File: src/rtl/synaptic_accumulator.sv
// synaptic_accumulator
//   Integrates a signed, saturating synaptic current per neuron over one timestep.
//   It keeps two banks of accumulators. One bank accumulates. When a tick is
//   accepted, the banks swap roles and the frozen bank drains its non-zero entries
//   in ascending neuron order. Each drained entry is cleared as it is handed over.
// Ports:
//   clk, rst_n                        clock, asynchronous active-low reset
//   enable                            gates syn_valid and timestep_tick
//   syn_valid/_neuron_id/_weight/_exc_inh   one weighted spike per cycle, no backpressure
//   timestep_tick                     ends the current timestep
//   out_valid/_neuron_id/_current, out_ready   drain handshake
//   busy, drain_done                  drain status
//   sat_flag, overrun_flag            sticky error flags
module synaptic_accumulator #(
    parameter int unsigned NUM_NEURONS     = 8,
    parameter int unsigned NEURON_ID_WIDTH = 3,
    parameter int unsigned WEIGHT_WIDTH    = 8,
    parameter int unsigned ACC_WIDTH       = 16
) (
    input  logic                       clk,
    input  logic                       rst_n,
    input  logic                       enable,
    input  logic                       syn_valid,
    input  logic [NEURON_ID_WIDTH-1:0] syn_neuron_id,
    input  logic [WEIGHT_WIDTH-1:0]    syn_weight,
    input  logic                       syn_exc_inh,
    input  logic                       timestep_tick,
    output logic                       out_valid,
    output logic [NEURON_ID_WIDTH-1:0] out_neuron_id,
    output logic [ACC_WIDTH-1:0]       out_current,
    input  logic                       out_ready,
    output logic                       busy,
    output logic                       drain_done,
    output logic                       sat_flag,
    output logic                       overrun_flag
);

    localparam logic [1:0] StIdle = 2'd0;
    localparam logic [1:0] StScan = 2'd1;
    localparam logic [1:0] StOut  = 2'd2;
    localparam logic [1:0] StDone = 2'd3;

    localparam logic [NEURON_ID_WIDTH-1:0] LastIdx = NEURON_ID_WIDTH'(NUM_NEURONS - 1);
    localparam logic [ACC_WIDTH-1:0] AccMax = {1'b0, {(ACC_WIDTH-1){1'b1}}};
    localparam logic [ACC_WIDTH-1:0] AccMin = {1'b1, {(ACC_WIDTH-1){1'b0}}};

    logic [ACC_WIDTH-1:0]       bank_q [2][NUM_NEURONS];
    logic [ACC_WIDTH-1:0]       bank_d [2][NUM_NEURONS];
    logic                       act_q, act_d;
    logic [1:0]                 state_q, state_d;
    logic [NEURON_ID_WIDTH-1:0] idx_q, idx_d;
    logic [ACC_WIDTH-1:0]       cur_q, cur_d;
    logic                       sat_q, sat_d;
    logic                       ovr_q, ovr_d;

    logic                 tick_acc;
    logic                 wr_bank;
    logic                 frz_bank;
    logic [ACC_WIDTH-1:0] wr_old;
    logic [ACC_WIDTH-1:0] frz_entry;
    logic [ACC_WIDTH:0]   w_ext;
    logic [ACC_WIDTH:0]   sum;

    assign tick_acc = timestep_tick & enable & (state_q == StIdle);
    // An event coinciding with an accepted tick belongs to the next timestep.
    assign wr_bank   = act_q ^ tick_acc;
    assign frz_bank  = ~act_q;
    assign wr_old    = bank_q[wr_bank][syn_neuron_id];
    assign frz_entry = bank_q[frz_bank][idx_q];
    assign w_ext     = {{(ACC_WIDTH + 1 - WEIGHT_WIDTH){1'b0}}, syn_weight};
    // One guard bit: overflow shows up as the top two bits disagreeing.
    assign sum = syn_exc_inh ? ({wr_old[ACC_WIDTH-1], wr_old} + w_ext)
                             : ({wr_old[ACC_WIDTH-1], wr_old} - w_ext);

    always_comb begin
        bank_d  = bank_q;
        act_d   = act_q;
        state_d = state_q;
        idx_d   = idx_q;
        cur_d   = cur_q;
        sat_d   = sat_q;
        ovr_d   = ovr_q;

        if (syn_valid && enable) begin
            if (sum[ACC_WIDTH] != sum[ACC_WIDTH-1]) begin
                bank_d[wr_bank][syn_neuron_id] = sum[ACC_WIDTH] ? AccMin : AccMax;
                sat_d = 1'b1;
            end else begin
                bank_d[wr_bank][syn_neuron_id] = sum[ACC_WIDTH-1:0];
            end
        end

        if (timestep_tick && enable && (state_q != StIdle)) begin
            ovr_d = 1'b1;
        end

        case (state_q)
            StIdle: begin
                if (tick_acc) begin
                    act_d   = ~act_q;
                    state_d = StScan;
                    idx_d   = '0;
                end
            end
            StScan: begin
                if (frz_entry != '0) begin
                    state_d = StOut;
                    cur_d   = frz_entry;
                end else if (idx_q == LastIdx) begin
                    state_d = StDone;
                end else begin
                    idx_d = idx_q + 1'b1;
                end
            end
            StOut: begin
                if (out_ready) begin
                    // The frozen bank never takes events, so clearing here cannot collide.
                    bank_d[frz_bank][idx_q] = '0;
                    cur_d = '0;
                    if (idx_q == LastIdx) begin
                        state_d = StDone;
                    end else begin
                        idx_d   = idx_q + 1'b1;
                        state_d = StScan;
                    end
                end
            end
            default: begin
                state_d = StIdle;
                idx_d   = '0;
            end
        endcase
    end

    always_ff @(posedge clk or negedge rst_n) begin
        if (!rst_n) begin
            for (int b = 0; b < 2; b++) begin
                for (int n = 0; n < int'(NUM_NEURONS); n++) begin
                    bank_q[b][n] <= '0;
                end
            end
            act_q   <= 1'b0;
            state_q <= StIdle;
            idx_q   <= '0;
            cur_q   <= '0;
            sat_q   <= 1'b0;
            ovr_q   <= 1'b0;
        end else begin
            bank_q  <= bank_d;
            act_q   <= act_d;
            state_q <= state_d;
            idx_q   <= idx_d;
            cur_q   <= cur_d;
            sat_q   <= sat_d;
            ovr_q   <= ovr_d;
        end
    end

    assign out_valid     = (state_q == StOut);
    assign out_neuron_id = idx_q;
    assign out_current   = cur_q;
    assign busy          = (state_q != StIdle);
    assign drain_done    = (state_q == StDone);
    assign sat_flag      = sat_q;
    assign overrun_flag  = ovr_q;

endmodule
File: config.mk
export PLATFORM = sky130hd
export DESIGN_NAME = synaptic_accumulator
export DESIGN_NICKNAME = d
export VERILOG_FILES = /design/src/rtl/synaptic_accumulator.sv
export SDC_FILE = /design/constraint.sdc
export NUM_CORES = 1
export LEC_CHECK = 0
export CAP_MARGIN = 0
export CORE_UTILIZATION = 40
export CTS_CLUSTER_DIAMETER = 60
export DETAILED_ROUTE_END_ITERATION = 8
export PLACE_DENSITY_LB_ADDON = 0.15
export SYNTH_ARGS = -nofsm -noshare
export SYNTH_HDL_FRONTEND = slang
export SYNTH_SLANG_ARGS = --single-unit
File: constraint.sdc
create_clock -name clk -period 10.5 [get_ports clk]
set_input_delay 2.1 -clock clk [delete_from_list [all_inputs] [get_ports clk]]
set_output_delay 2.1 -clock clk [all_outputs]
set_load 0.1 [all_outputs]
==> impl_metrics.ini <==
[outcome]
outcome = finished with violations
violations = DRC

[sta]
unrepaired_setup_endpoints_after_global_routing = no
timing.slew.headroom_pct = 17.0
timing.final.crit_share_pct = 80.2
layout_min_cycle_time_ns = 8.43
timing.final.max_slew_violations = 0
achievable-frequency_mhz = 119
setup_tns_ns = 0
worst_pin_slew_ns = 1.24
clock-skew-final_ns = 0.0173
finalSetupViolations = 0
finalHoldViolCount = 0

[routing]
detail_route.iter0.violations = 1436
via_count = 14300
drc_errors = 5
detail_route.vias_per_cell = 6.51
drt_first_pass_iters = 9
wl_um = 61600
routedWlPerCell_um = 28.1
drt.antenna.violating_nets = 0

[clock_network]
cts_inserted_buffers = 35
clk_path_buf_depth = 3
cts-htree-levels = 2
cts_setup_buffers = 0
insertion_delay_ns = 0.52
cts_num_sinks = 280
cts_hold_buf = 0
cts_tree = built
cts.root.buffer_cell = sky130_fd_sc_hd__clkbuf_16
clkTransAtPathRegs_ns = 0.06
post_cts_resized = 0

[global_routing]
grt_overflow = 0
grt_max_degree = 178
grt_antenna_before_repair = 0
grt_first_pass_wirelength_um = 92300
gr-usage-all-layers_pct = 29.5
first_global_vias = 13900

[floorplanning]
core_area_mm2 = 0.0410
floorplan.die.height_um = 206
start_util_pct = 40.7
design.die.area_mm2 = 0.0426
ioPinCount = 42
die_width_um = 206
number_of_rows_in_the_core_area = 74

[placement]
io_buf_count = 41
globalplace.congestion = 0.946
instance_area_after_placement_mm2 = 0.0175
placed_wire_length_estimate_um = 42100

[synthesis]
ys_ff_latch = 280
synth_area_mm2 = 0.0167
ys_seq_area_share_pct = 42.0
synthesis.area_per_instance_um2 = 10.0
postSynthCellCount = 1664
synth_cell_types = 71
synthFlopType = sky130_fd_sc_hd__dfrtp_1
synthArstFlopShare_pct = 100
mappedNetlistNets = 1708
synth_edf_count = 0
ys_warn_count = 0

[layout]
post-route-cell-area_mm2 = 0.0186
final_common_cell = sky130_fd_sc_hd__dfrtp_1
final_cell_mix = sky130_fd_sc_hd__dfrtp_1 (278), sky130_fd_sc_hd__a21oi_1 (200), sky130_fd_sc_hd__o21ai_0 (157)
final_util_pct = 45.4
register_area_mm2 = 0.00701
multiInputGateArea_mm2 = 0.00906
synthToLayoutAreaGrowth_pct = 11.6
final_layout_size_suffix_gt1_share_pct = 15.4
antenna_cells_inserted = 0
finalNetCount = 1680
fillers = 3874

[setup_path]
nature_of_the_critical_path_endpoint = flop
critPathLaunchType = input port
timing.critical_path.required_ns = 10.85
worst_r2r_endpoint = bank_q[35]
worst-r2r-cell-count = 16
path_class = input port to flop
worstPathArrival_ns = 8.77
r2r-start = state_q[0]
worst-r2r-setup-slack_ns = 3.22
worstPathMaxFanout = 48

[min_path]
hold_path_class = flop to flop
hold_path.startpoint = sat_flag
min_path_cells = 1
hold_end = sat_flag

[pwr]
power_per_cell_area_mw_per_mm2 = 412
leakage_power_total_uw = 0.00748
max-vdd-ir-drop_uv = 276

[run]
maxCapViolCount = 0
==> cell usage after synthesis (6+ instances only) <==
library cell | number | area, um^2
sky130_fd_sc_hd__mux2i_1 | 83 | 831
sky130_fd_sc_hd__clkbuf_1 | 89 | 334
sky130_fd_sc_hd__a211oi_1 | 41 | 308
sky130_fd_sc_hd__a31oi_1 | 11 | 68.8
sky130_fd_sc_hd__ha_1 | 25 | 313
sky130_fd_sc_hd__xor2_1 | 8 | 70.1
sky130_fd_sc_hd__o21bai_1 | 6 | 45.0
sky130_fd_sc_hd__o21ai_0 | 157 | 786
sky130_fd_sc_hd__nand2b_1 | 8 | 50.1
sky130_fd_sc_hd__nand2_1 | 145 | 544
sky130_fd_sc_hd__o32ai_1 | 28 | 245
sky130_fd_sc_hd__a21oi_2 | 7 | 61.3
sky130_fd_sc_hd__mux4_2 | 94 | 2120
sky130_fd_sc_hd__xnor2_1 | 11 | 96.3
sky130_fd_sc_hd__a221oi_1 | 9 | 78.8
sky130_fd_sc_hd__buf_1 | 11 | 41.3
sky130_fd_sc_hd__nand3_1 | 45 | 225
sky130_fd_sc_hd__o221a_2 | 10 | 113
sky130_fd_sc_hd__a21oi_1 | 200 | 1000
sky130_fd_sc_hd__nor3_1 | 21 | 105
sky130_fd_sc_hd__dfrtp_1 | 280 | 7010
sky130_fd_sc_hd__or3_1 | 6 | 37.5
sky130_fd_sc_hd__inv_1 | 16 | 60.1
sky130_fd_sc_hd__and3_1 | 7 | 43.8
sky130_fd_sc_hd__nor2_1 | 119 | 447
sky130_fd_sc_hd__nor2b_1 | 14 | 87.6
sky130_fd_sc_hd__buf_2 | 37 | 185
sky130_fd_sc_hd__mux2_2 | 21 | 236
sky130_fd_sc_hd__o22ai_1 | 60 | 375
==> logic make-up (layout without fill, tap and decap cells) <==
logic type      count (synthesis)  in the layout  synth area share (%)
compound gates                582            582                  21.2
simple gates                  393            393                  10.4
flops                         280            280                  42.0
mux                           198            198                  19.1
buf+inv                       161            157                  4.08
fa+ha+maj                      31             31                  2.32
xor+xnor                       19             19                 0.997
==> critical path, stage by stage <==
cell,delay [ns]
sky130_fd_sc_hd__clkdlybuf4s50_1,0.47
sky130_fd_sc_hd__and3_2,0.26
sky130_fd_sc_hd__xnor2_2,0.16
sky130_fd_sc_hd__inv_4,0.64
sky130_fd_sc_hd__buf_4,0.44
sky130_fd_sc_hd__mux4_2,0.53
sky130_fd_sc_hd__mux4_2,0.51
sky130_fd_sc_hd__ha_1,0.36
sky130_fd_sc_hd__and3_1,0.20
sky130_fd_sc_hd__a221o_1,0.33
sky130_fd_sc_hd__a31oi_1,0.26
sky130_fd_sc_hd__xor2_1,0.68
sky130_fd_sc_hd__nand3_2,0.57
sky130_fd_sc_hd__a21oi_2,0.97
sky130_fd_sc_hd__a21oi_1,0.15
==> where the power goes <==
part | switching (uW) | total, uW | internal (uW)
clock network | 488 | 1200 | 708
logic | 2920 | 4490 | 1570
registers | 423 | 2000 | 1580
total | 3830 | 7690 | 3860
==> state kept, by name, summed over array words and instances, names as in the netlist <==
signal / cells
act_q: 1
bank_q: 256
out_current: 16
out_neuron_id: 3
overrun_flag: 1
sat_flag: 1
state_q: 2
==> through the flow <==
step	hold slack, ns	power [uW]	setup slack [ns]	instances
after detailed placement	0.458	6410	1.62	2131
after global routing	0.508	8060	1.75	2192
final	0.464	7690	2.07	2192
after global placement	0.453	6360	1.73	2131
after CTS	0.471	7620	2.15	2192
after floorplan	0.481	5020	3.49	1664
==> worst max path at each step <==
stage	from	end	slack (ns)	cells past startpoint
after floorplan	enable	bank_q[186]	3.49	20
after global placement	enable	bank_q[35]	1.73	15
after detailed placement	enable	bank_q[6]	1.62	15
after CTS	enable	bank_q[35]	2.15	15
after global routing	enable	bank_q[147]	1.75	15
final	enable	bank_q[35]	2.07	15
==> metal layers <==
metal / up-vias / track usage, % / wire (um)
li1: 6241 / - / -
met1: 7181 / 41.0 / 25400
met2: 741 / 45.9 / 28400
met3: 116 / 4.64 / 5200
met4: 0 / 11.9 / 2580
met5: - / 0 / 0
==> layout make-up <==
cell class,count,area share [%]
Multi-Input combinational cell,1223,48.6
Clock inverter,7,0.450
Inverter,18,0.376
Clock buffer,54,5.57
Sequential cell,280,37.6
Tap cell,532,3.57
Timing Repair Buffer,78,3.77
Note: power is estimated with default switching activity, not from simulation.
